### src/rtl/pipe_stage_reg.sv
// Handshaked pipeline-stage register with a 2-entry skid buffer and synchronous flush.
// Optional stall/flush performance counters are enabled with PIPE_STAGE_PERF_EN.

module pipe_stage_reg #(
  parameter int DATA_W = 128,
  parameter int CTRL_W = 9,
  parameter int CNT_W  = 32
) (
  input  logic              clk,
  input  logic              reset_n,
  input  logic              flush,
  input  logic              in_valid,
  output logic              in_ready,
  input  logic [DATA_W-1:0] in_data,
  input  logic [CTRL_W-1:0] in_ctrl,
  output logic              out_valid,
  input  logic              out_ready,
  output logic [DATA_W-1:0] out_data,
  output logic [CTRL_W-1:0] out_ctrl
`ifdef PIPE_STAGE_PERF_EN
  ,
  output logic [CNT_W-1:0]  perf_stall_cnt,
  output logic [CNT_W-1:0]  perf_flush_cnt
`endif
);

  // state    | meaning
  // ST_EMPTY | no entry held, outputs invalid
  // ST_ONE   | main entry M valid, skid S free
  // ST_FULL  | M and S both valid, upstream stalled
  typedef enum logic [1:0] {
    ST_EMPTY = 2'd0,
    ST_ONE   = 2'd1,
    ST_FULL  = 2'd2
  } state_t;

  state_t              state_q, state_d;
  logic                in_ready_q, in_ready_d;
  logic [DATA_W-1:0]   m_data_q, m_data_d;
  logic [CTRL_W-1:0]   m_ctrl_q, m_ctrl_d;
  logic [DATA_W-1:0]   s_data_q, s_data_d;
  logic [CTRL_W-1:0]   s_ctrl_q, s_ctrl_d;
  logic                accept;
  logic                retire;

  assign out_valid = (state_q != ST_EMPTY);
  assign out_data  = m_data_q;
  assign out_ctrl  = out_valid ? m_ctrl_q : '0;
  assign in_ready  = in_ready_q;

  assign accept = in_valid & in_ready_q;
  assign retire = out_valid & out_ready;

  always_comb begin
    state_d  = state_q;
    m_data_d = m_data_q;
    m_ctrl_d = m_ctrl_q;
    s_data_d = s_data_q;
    s_ctrl_d = s_ctrl_q;

    if (flush) begin
      // Payloads are left stale; only control is scrubbed so a killed entry cannot write back.
      state_d  = ST_EMPTY;
      m_ctrl_d = '0;
      s_ctrl_d = '0;
    end else begin
      case (state_q)
        ST_EMPTY: begin
          if (accept) begin
            state_d  = ST_ONE;
            m_data_d = in_data;
            m_ctrl_d = in_ctrl;
          end
        end
        ST_ONE: begin
          if (accept && retire) begin
            m_data_d = in_data;
            m_ctrl_d = in_ctrl;
          end else if (accept) begin
            state_d  = ST_FULL;
            s_data_d = in_data;
            s_ctrl_d = in_ctrl;
          end else if (retire) begin
            state_d = ST_EMPTY;
          end
        end
        ST_FULL: begin
          if (retire) begin
            state_d  = ST_ONE;
            m_data_d = s_data_q;
            m_ctrl_d = s_ctrl_q;
          end
        end
        default: begin
          state_d = ST_EMPTY;
        end
      endcase
    end

    // Registered ready looks only at our own next occupancy, never at out_ready.
    in_ready_d = (state_d != ST_FULL);
  end

  always_ff @(posedge clk or negedge reset_n) begin
    if (!reset_n) begin
      state_q    <= ST_EMPTY;
      in_ready_q <= 1'b0;
      m_data_q   <= '0;
      m_ctrl_q   <= '0;
      s_data_q   <= '0;
      s_ctrl_q   <= '0;
    end else begin
      state_q    <= state_d;
      in_ready_q <= in_ready_d;
      m_data_q   <= m_data_d;
      m_ctrl_q   <= m_ctrl_d;
      s_data_q   <= s_data_d;
      s_ctrl_q   <= s_ctrl_d;
    end
  end

`ifdef PIPE_STAGE_PERF_EN
  logic [CNT_W-1:0] stall_cnt_q, stall_cnt_d;
  logic [CNT_W-1:0] flush_cnt_q, flush_cnt_d;

  // Both counters saturate at all-ones instead of wrapping.
  always_comb begin
    stall_cnt_d = stall_cnt_q;
    flush_cnt_d = flush_cnt_q;
    if (out_valid && !out_ready && (stall_cnt_q != '1)) begin
      stall_cnt_d = stall_cnt_q + 1'b1;
    end
    if (flush && (state_q != ST_EMPTY) && (flush_cnt_q != '1)) begin
      flush_cnt_d = flush_cnt_q + 1'b1;
    end
  end

  always_ff @(posedge clk or negedge reset_n) begin
    if (!reset_n) begin
      stall_cnt_q <= '0;
      flush_cnt_q <= '0;
    end else begin
      stall_cnt_q <= stall_cnt_d;
      flush_cnt_q <= flush_cnt_d;
    end
  end

  assign perf_stall_cnt = stall_cnt_q;
  assign perf_flush_cnt = flush_cnt_q;
`endif

endmodule

### config.mk
export PLATFORM = sky130hd
export DESIGN_NAME = pipe_stage_reg
export DESIGN_NICKNAME = d
export VERILOG_FILES = /design/src/rtl/pipe_stage_reg.sv
export SDC_FILE = /design/constraint.sdc
export NUM_CORES = 1
export LEC_CHECK = 0
export ABC_AREA = 1
export CAP_MARGIN = 20
export CORE_MARGIN = 1
export CORE_UTILIZATION = 45
export DETAILED_ROUTE_END_ITERATION = 6
export GPL_TIMING_DRIVEN = 0
export PLACE_DENSITY = 0.87
export SLEW_MARGIN = 15
export SYNTH_ARGS = -nofsm -noshare
export SYNTH_HDL_FRONTEND = slang
export SYNTH_SLANG_ARGS = --single-unit
### constraint.sdc
create_clock -name clk -period 1.7 [get_ports clk]
set_clock_uncertainty 0.1 [all_clocks]
set_input_delay 0.425 -clock clk [delete_from_list [all_inputs] [get_ports clk]]
set_output_delay 0.425 -clock clk [all_outputs]
set_load 0.05 [all_outputs]
# Word level (Yosys, flattened, before mapping)
# Cells that the tools add are included.
totals:
  ff_bits: 277
op_classes:
  bitwise_logic: 4
  n_eq_ne: 10
  reduce_logical: 11
  mux: 20
ops:
  columns: ["cell", "n"]
  rows:
  - ["128-bit two-way mux", 3]
  - ["128-bit case mux with 3 select lines", 1]
  - ["9-bit two-way mux", 8]
  - ["9-bit case mux with 3 select lines", 1]
  - ["2-bit two-way mux", 6]
  - ["2-bit != test, second input constant", 5]
  - ["3-bit != test, second input constant", 3]
  - ["4-bit AND reduction", 2]
  - ["2-bit case mux with 3 select lines", 1]
  - ["2-bit nonzero test", 3]
  - ["5-bit AND reduction", 1]
  - ["4-bit nonzero test", 1]
  - ["3-bit AND reduction", 1]
  - ["3-bit nonzero test", 1]
  - ["1-bit AND", 2]
  - ["2-bit by 1-bit equality test with 1-bit output, second input constant", 1]
  - ["2-bit equality test, second input constant", 1]
  - ["2-bit zero test", 1]
  - ["1-bit inverter", 2]
  - ["1-bit logical AND", 1]

# Depth between registers and ports, before layout
# Gate-level depths: netlist of the first run.
logic_depth:
  word_depth: 8
  ltp_mapped: 10
  depth_no_buf: 9

# Worst setup path before layout of the first run
# Ideal clock, no wire load.
synth_path:
  path_kind: "reg-to-output"
  start: "register state_q[0]"
  end: "output port out_ctrl[0]"
  required_ps: 1175
  t_arrival_ps: 1533
  path_buffers: 1
  path_slack_ps: -358
  path_stages_with_launch: 5
  path_cell_list: "dfrtp_1 -> inv_1 -> ha_1 -> clkbuf_1 -> nor2_1"
synth_between:
  elab_chain_cells: 2
synth_rtl:
  columns: ["item", "line_no", "text"]
  rows:
  - ["from (decl)", "37", "state_t state_q, state_d;"]
  - ["from (signal assigned)", "113", "state_q <= state_d;"]
  - ["2-bit nonzero test", "46", "assign out_valid = (state_q != ST_EMPTY);"]
  - ["9-bit two-way mux", "48", "assign out_ctrl = out_valid ? m_ctrl_q : '0;"]
  - ["to (decl)", "19", "output logic [CTRL_W-1:0] out_ctrl"]
# No other way between the ends.

# Worst setup path in the final report of the first run
layout_path:
  start: "register state_q[0]"
  end: "output port out_ctrl[8]"
# The elaborated chain is that of the path after synthesis.

==> impl_metrics.sql, run 1 <==
INSERT INTO impl_metrics (metric_group, metric, value, unit) VALUES
('floorplanning', 'die_h', '165', 'um'),
('floorplanning', 'floorplan.initialDensity', '0.459', ''),
('detailed_routing', 'wirelength', '43700', 'um'),
('floorplanning', 'design.portCount', '281', ''),
('setup_path', 'path_cells', 'inv_2 -> ha_4 -> clkbuf_16 -> nor2_4 -> buf_6', ''),
('worst_hold_path', 'hold_class', 'primary input to asynchronous set/reset pin', ''),
('setup_path', 'critPathMaxStageDelay', '0.41', 'ns'),
('sta', 'maxSlewViolCount', '0', ''),
('clock_tree', 'cts_sinks', '277', ''),
('grt', 'grt.total_usage', '0.273', ''),
('setup_path', 'critPathBufInv', '3', ''),
('clock_tree', 'cts_tree', 'done', ''),
('setup_path', 'critical_path_stages', '5', ''),
('detailed_routing', 'vias_per_inst', '5.54', ''),
('grt', 'grt_antenna_before_repair', '1', ''),
('floorplanning', 'design.die.area', '27200', 'um^2'),
('setup_path', 'timing_worst_setup_path_type', 'register to primary output', ''),
('clock_tree', 'clk_latency', '0.55', 'ns'),
('logic_synthesis', 'yosysWarningCount', '0', ''),
('place', 'io_buffers', '280', ''),
('clock_tree', 'cts-htree-levels', '1', ''),
('setup_path', 'r2r.worst_path.cells', '13', ''),
('clock_tree', 'clock_tree.root_cell', 'sky130_fd_sc_hd__clkbuf_16', ''),
('grt', 'global_route_wire_length_before_repair', '57800', 'um'),
('power_and_ir_drop', 'p_sw_frac', '0.444', ''),
('power_and_ir_drop', 'power.clock.fraction', '0.185', ''),
('finish', 'syn_to_final_growth', '63.4', '%'),
('sta', 'finalSetupViolCount', '331', ''),
('place', 'place_hpwl', '23900', 'um'),
('grt', 'maximum_number_of_pins_on_one_net_before_global_route_repair', '110', ''),
('place', 'post-place-ws', '-0.773', 'ns'),
('sta', 'period_needed', '2.20', 'ns'),
('place', 'dpl_cell_area', '15300', 'um^2'),
('setup_path', 'path_max_fanout', '5', ''),
('run_status', 'status', 'complete, but fails checks', ''),
('logic_synthesis', 'synth.top_cells.by_area', 'sky130_fd_sc_hd__dfrtp_1 58%, sky130_fd_sc_hd__nand2_1 13%, sky130_fd_sc_hd__o21ai_0 11%, sky130_fd_sc_hd__o21ai_1 5.6%, sky130_fd_sc_hd__inv_1 4.8%', ''),
('grt', 'via_count_of_the_first_global_routing_pass', '11173', ''),
('place', 'gp_routability_congestion', '0.887', ''),
('logic_synthesis', 'synthesis.area', '12000', 'um^2'),
('power_and_ir_drop', 'vdd.ir_drop.worst', '1.53', 'mV'),
('logic_synthesis', 'count_of_flip_flops_with_a_built_in_enable_after_synthesis', '0', ''),
('logic_synthesis', 'synth_top_flop_cell', 'sky130_fd_sc_hd__dfrtp_1', ''),
('clock_tree', 'cts.path.max_buffers', '3', ''),
('setup_path', 'critPathRequiredTime', '1.17', 'ns'),
('logic_synthesis', 'synth.cells.most_frequent', '425 x sky130_fd_sc_hd__nand2_1, 277 x sky130_fd_sc_hd__dfrtp_1, 260 x sky130_fd_sc_hd__o21ai_0', ''),
('logic_synthesis', 'syn_nets', '1557', ''),
('logic_synthesis', 'yosys.area.top_type', 'sky130_fd_sc_hd__dfrtp_1', ''),
('floorplanning', 'num_rows', '59', ''),
('logic_synthesis', 'syn-mean-instance-area', '8.47', 'um^2'),
('power_and_ir_drop', 'sequentialPowerShare', '0.319', ''),
('setup_path', 'worstSetupEndpointType', 'primary output', ''),
('logic_synthesis', 'yosysTopAreaCellShare', '0.580', ''),
('sta', 'fmaxAchievable', '454', 'MHz'),
('setup_path', 'path_delay_family', 'buffers and inverters', ''),
('sta', 'final_count_of_hold_timing_violations', '0', ''),
('sta', 'grt_setup_unrepaired', 'yes', ''),
('setup_path', 'cp_slowest_cell', 'sky130_fd_sc_hd__dfrtp_1', ''),
('logic_synthesis', 'synth_most_common_cell', 'sky130_fd_sc_hd__nand2_1', ''),
('finish', 'layout-drive-gt1-share', '0.383', ''),
('sta', 'worst-slew-pin-transition', '0.590', 'ns'),
('sta', 'final_critical_path_setup_slack', '-0.503', 'ns'),
('run_status', 'failing_checks', 'negative setup slack', ''),
('floorplanning', 'die_width', '165', 'um'),
('setup_path', 'worst_reg_to_reg_setup_slack', '-0.46', 'ns'),
('detailed_routing', 'detail_route.drc_violations', '0', ''),
('detailed_routing', 'drt-wirelength-per-cell', '20.3', 'um'),
('detailed_routing', 'routed-via-count', '11927', ''),
('power_and_ir_drop', 'p_leak', '9.77', 'nW'),
('job', 'cap_viol_max_count', '0', ''),
('detailed_routing', 'drt.antenna.violating_nets', '0', ''),
('power_and_ir_drop', 'total_switching_power', '17.2', 'mW');
[worst register-to-register path, stage by stage (launching register included)]
cell and delay [ns]:
sky130_fd_sc_hd__dfrtp_1 0.41, sky130_fd_sc_hd__inv_2 0.08, sky130_fd_sc_hd__ha_4 0.21, sky130_fd_sc_hd__buf_6 0.13, sky130_fd_sc_hd__nor2_4 0.09, sky130_fd_sc_hd__nand2_2 0.09
sky130_fd_sc_hd__nand2_4 0.08, sky130_fd_sc_hd__nand3_4 0.11, sky130_fd_sc_hd__buf_12 0.16, sky130_fd_sc_hd__buf_12 0.12, sky130_fd_sc_hd__buf_16 0.16, sky130_fd_sc_hd__buf_16 0.15
sky130_fd_sc_hd__nand2_2 0.04, sky130_fd_sc_hd__o21ai_1 0.08
[power groups by stage]
stage | clock network (mW) | logic [mW] | registers, mW
after floorplan | 0 | 4.44 | 16.3
after global placement | 0 | 14.2 | 11.4
after detailed placement | 0 | 14.6 | 11.5
after CTS | 7.16 | 15.9 | 11.4
after global routing | 7.49 | 20.1 | 12.6
final | 7.16 | 19.2 | 12.3
[cell usage in the layout (no fill, tap or decap), types with 2 or more instances in the layout]
cell	count
sky130_fd_sc_hd__nor2_1	2
sky130_fd_sc_hd__dfrtp_1	276
sky130_fd_sc_hd__clkdlybuf4s50_1	140
sky130_fd_sc_hd__o21ai_1	119
sky130_fd_sc_hd__nand2_2	105
sky130_fd_sc_hd__buf_6	23
sky130_fd_sc_hd__clkbuf_2	20
sky130_fd_sc_hd__nand2_1	242
sky130_fd_sc_hd__nor2_4	12
sky130_fd_sc_hd__clkbuf_16	54
sky130_fd_sc_hd__buf_12	20
sky130_fd_sc_hd__buf_8	38
sky130_fd_sc_hd__bufinv_16	7
sky130_fd_sc_hd__clkinv_2	7
sky130_fd_sc_hd__inv_1	150
sky130_fd_sc_hd__clkbuf_8	8
sky130_fd_sc_hd__ha_4	4
sky130_fd_sc_hd__o21ai_2	129
sky130_fd_sc_hd__nand2_4	79
sky130_fd_sc_hd__nand3_4	7
sky130_fd_sc_hd__clkbuf_1	10
sky130_fd_sc_hd__buf_4	91
sky130_fd_sc_hd__nand3_1	15
sky130_fd_sc_hd__nand3_2	6
sky130_fd_sc_hd__o21ai_0	146
sky130_fd_sc_hd__nand4_1	10
sky130_fd_sc_hd__a21oi_1	9
sky130_fd_sc_hd__buf_16	20
sky130_fd_sc_hd__inv_2	5
sky130_fd_sc_hd__buf_2	54
[area by class of cell]
class / count / area [um^2] / share of cell area
well taps: 335 / 419 / 0.0214
inverters: 157 / 602 / 0.0308
multi-input cells: 887 / 5550 / 0.284
clock inverters: 16 / 262 / 0.0134
clock buffers: 37 / 816 / 0.0417
repair buffers: 352 / 3860 / 0.197
diodes: 1 / 2.50 / 0.000128
plain buffers: 91 / 1100 / 0.0565
flip-flops and latches: 277 / 6930 / 0.355
[per-stage QoR]
| stage | power, mW | hold WS, ns | std cells |
|---|---|---|---|
| floorplan | 20.7 | 0.0294 | 1411 |
| global placement | 25.6 | 0.361 | 2026 |
| detailed placement | 26.1 | 0.300 | 2028 |
| CTS | 34.5 | 0.336 | 2121 |
| global route | 40.2 | 0.345 | 2153 |
| finish | 38.7 | 0.326 | 2153 |
[timing repair]
action	in CTS	in global routing
endpoints found under the hold margin	62	0
pin swaps	5	15
hold buffers	1	0
resized for setup	978	614
setup endpoints to repair	415	343
gates cloned	20	24
buffers inserted	19	14
[registers in the layout (all words and copies together) (netlist names)]
register	cells
out_data	128
s_data_q	128
m_ctrl_q	9
s_ctrl_q	9
state_q	2
in_ready	1
[layer usage]
| layer | track usage | vias up | wire length [um] |
|---|---|---|---|
| met5 | 0 | - | 0 |
| met1 | 0.332 | 5768 | 16200 |
| li1 | - | 5307 | - |
| met3 | 0.0595 | 190 | 3260 |
| met2 | 0.458 | 662 | 21800 |
| met4 | 0.136 | 0 | 2430 |
[worst paths after layout]
check | startpoint | end
max in group asynchronous | reset_n | out_data[99]
setup reg to reg | state_q[0] | out_data[114]
min in group clk | in_data[24] | s_data_q[24]
hold reg to reg | s_data_q[1] | s_data_q[1]
hold / removal | reset_n | out_data[44]
setup / recovery | state_q[0] | out_ctrl[8]
[cell families after synthesis]
group,synth area share
adder cells (fa/ha/maj),0.00419
AO/OA/AOI/OAI,0.169
flip-flops,0.580
AND/OR/NAND/NOR,0.156
buffers and inverters,0.0903
Note: power is estimated with default switching activity, not from simulation.
==> inputs of run 2 (changes only) <==
--- a/config.mk
+++ b/config.mk
@@ -11,7 +11,7 @@
 export CORE_UTILIZATION = 45
 export DETAILED_ROUTE_END_ITERATION = 6
 export GPL_TIMING_DRIVEN = 0
-export PLACE_DENSITY = 0.87
+export PLACE_DENSITY = 0.76
 export SLEW_MARGIN = 15
 export SYNTH_ARGS = -nofsm -noshare
 export SYNTH_HDL_FRONTEND = slang
==> impl_metrics.sql, run 2 (synthesized netlist as in run 1, its figures left out) <==
INSERT INTO impl_metrics (metric_group, metric, value, unit) VALUES
('worst_hold_path', 'hold_class', 'primary input to register', ''),
('floorplanning', 'core-area', '26100', 'um^2'),
('detailed_routing', 'detail_route.drc_violations', '0', ''),
('detailed_routing', 'drt-wirelength-per-cell', '20.7', 'um'),
('power_and_ir_drop', 'power_per_cell_area', '1950', 'nW/um^2'),
('job', 'cap_viol_max_count', '0', ''),
('detailed_routing', 'vias_per_inst', '5.55', ''),
('setup_path', 'critical_path_arrival', '1.62', 'ns'),
('finish', 'finish.net_count', '1963', ''),
('finish', 'layout-drive-gt1-share', '0.457', ''),
('sta', 'maxSlewViolCount', '0', ''),
('clock_tree', 'cts.clk_slew.worst_paths', '0.06', 'ns'),
('setup_path', 'path_max_fanout', '5', ''),
('clock_tree', 'clock_tree.root_cell', 'sky130_fd_sc_hd__clkbuf_16', ''),
('setup_path', 'crit_end', 'out_ctrl[4]', ''),
('clock_tree', 'cts-htree-levels', '1', ''),
('setup_path', 'worstSetupEndpointType', 'primary output', ''),
('detailed_routing', 'drt-pass1-iter-count', '5', ''),
('clock_tree', 'cts-buffers-inserted', '29', ''),
('setup_path', 'reg2reg_from', 'state_q[0]', ''),
('finish', 'area_taken_by_flip_flops_and_latches', '6930', 'um^2'),
('sta', 'grt_setup_unrepaired', 'yes', ''),
('sta', 'finalSetupViolCount', '291', ''),
('floorplanning', 'design.die.area', '27200', 'um^2'),
('setup_path', 'worstSetupStartpointType', 'register', ''),
('place', 'io_buffers', '280', ''),
('sta', 'layout_worst_path_cycle_share', '1.26', ''),
('grt', 'grt.total_usage', '0.296', ''),
('clock_tree', 'cts_sinks', '277', ''),
('finish', 'filler_cell_count', '1488', ''),
('setup_path', 'critical_path.startpoint', 'state_q[0]', ''),
('finish', 'final_common_cell', 'sky130_fd_sc_hd__dfrtp_1', ''),
('grt', 'grt_antenna_before_repair', '3', ''),
('run_status', 'status', 'complete, but fails checks', ''),
('grt', 'maximum_number_of_pins_on_one_net_before_global_route_repair', '101', ''),
('finish', 'mostFrequentLayoutCells', '275 x sky130_fd_sc_hd__dfrtp_1, 228 x sky130_fd_sc_hd__o21ai_2, 219 x sky130_fd_sc_hd__nand2_1, 151 x sky130_fd_sc_hd__inv_1, 140 x sky130_fd_sc_hd__clkdlybuf4s50_1', ''),
('detailed_routing', 'drt.antenna.violating_nets', '0', ''),
('place', 'place_hpwl', '23600', 'um'),
('setup_path', 'r2r.worst_path.cells', '13', ''),
('setup_path', 'regToRegEndpoint', 'out_data[50]', ''),
('finish', 'postLayoutCoreUtil', '0.791', ''),
('sta', 'final_critical_path_setup_slack', '-0.444', 'ns'),
('sta', 'worst-slew-pin-transition', '0.652', 'ns'),
('clock_tree', 'clk_latency', '0.55', 'ns'),
('sta', 'period_needed', '2.14', 'ns'),
('floorplanning', 'floorplan.initialDensity', '0.459', ''),
('detailed_routing', 'wirelength', '44900', 'um'),
('floorplanning', 'die_h', '165', 'um'),
('floorplanning', 'design.portCount', '281', ''),
('detailed_routing', 'routed-via-count', '12069', ''),
('run_status', 'failing_checks', 'negative setup slack', ''),
('finish', 'multi_input_comb_area', '6170', 'um^2'),
('sta', 'final_count_of_hold_timing_violations', '0', ''),
('sta', 'slew_headroom', '0.565', ''),
('power_and_ir_drop', 'vdd.ir_drop.worst', '1.55', 'mV'),
('grt', 'via_count_of_the_first_global_routing_pass', '11812', ''),
('clock_tree', 'cts_tree', 'done', ''),
('clock_tree', 'cts.path.max_buffers', '3', ''),
('grt', 'global_route_wire_length_before_repair', '62500', 'um'),
('power_and_ir_drop', 'power', '40.2', 'mW'),
('place', 'gp_routability_congestion', '0.863', ''),
('grt', 'overflow', '0', ''),
('setup_path', 'critPathRequiredTime', '1.17', 'ns'),
('power_and_ir_drop', 'p_leak', '10.1', 'nW'),
('setup_path', 'worst_reg_to_reg_setup_slack', '-0.40', 'ns'),
('sta', 'fmaxAchievable', '466', 'MHz'),
('detailed_routing', 'detail_route.iter0.violations', '1073', ''),
('floorplanning', 'num_rows', '59', ''),
('setup_path', 'timing_worst_setup_path_type', 'register to primary output', ''),
('floorplanning', 'die_width', '165', 'um'),
('finish', 'syn_to_final_growth', '72.5', '%');
==> run 2: layout make-up <==
class	instances	share of cell area
buffer	86	0.0567
antenna	1	0.000121
multi-input combinational	887	0.299
clock buffer	45	0.0405
inverter	157	0.0293
sequential	277	0.336
tap	335	0.0203
clock inverter	8	0.00558
timing repair buffer	379	0.212
==> run 2: worst min path at each step <==
stage            startpoint             to  slack (ns)  cells past startpoint
2_1_floorplan       reset_n       in_ready        0.03                      0
3_3_place_gp   s_data_q[98]   s_data_q[98]        0.36                      2
3_5_place_dp        reset_n   out_data[47]        0.35                      1
4_1_cts        in_data[109]  s_data_q[109]        0.33                      3
5_1_grt        in_data[109]  s_data_q[109]        0.36                      3
6_report       in_data[109]  s_data_q[109]        0.34                      3
==> run 2: what timing repair did <==
item,CTS,global route
gates cloned,41,6
hold buffers,1,0
pin swaps,8,11
setup endpoints to repair,415,349
gates resized for setup,1387,648
buffers inserted,37,25
endpoints found under the hold margin,79,0
==> run 2: per-stage QoR <==
step / std cells / hold slack [ns] / setup slack (ns) / cell area, um^2 / setup TNS [ns]
after floorplan: 1411 / 0.0294 / 0.000755 / 12100 / 0
after global placement: 2026 / 0.360 / -12.59 / 15300 / -3375.29
after detailed placement: 2028 / 0.345 / -0.767 / 15300 / -182.40
after CTS: 2159 / 0.330 / -0.431 / 18700 / -64.21
after global routing: 2175 / 0.359 / -0.470 / 20600 / -84.35
final: 2175 / 0.341 / -0.444 / 20600 / -75.96
==> run 2: critical path, stage by stage, from the launching register on <==
cell	delay [ns]
sky130_fd_sc_hd__dfrtp_1	0.38
sky130_fd_sc_hd__inv_2	0.07
sky130_fd_sc_hd__ha_4	0.19
sky130_fd_sc_hd__clkbuf_16	0.17
sky130_fd_sc_hd__nor2_4	0.09
sky130_fd_sc_hd__buf_6	0.16
==> run 2: power breakdown <==
group | switching (mW) | internal, mW | total (mW)
registers | 3.01 | 9.77 | 12.8
logic | 12.3 | 8.57 | 20.9
clock network | 2.65 | 3.81 | 6.47
total | 18.0 | 22.2 | 40.2
==> run 2: routing by layer <==
layer  routed length [um]  up-vias  share of wire  track usage
li1                     -     5354              -            -
met1                16800     6023           0.37        0.363
met2                22900      540           0.51        0.506
met3                 3060      152          0.068       0.0645
met4                 2160        0          0.048        0.116
met5                    0        -              0            0
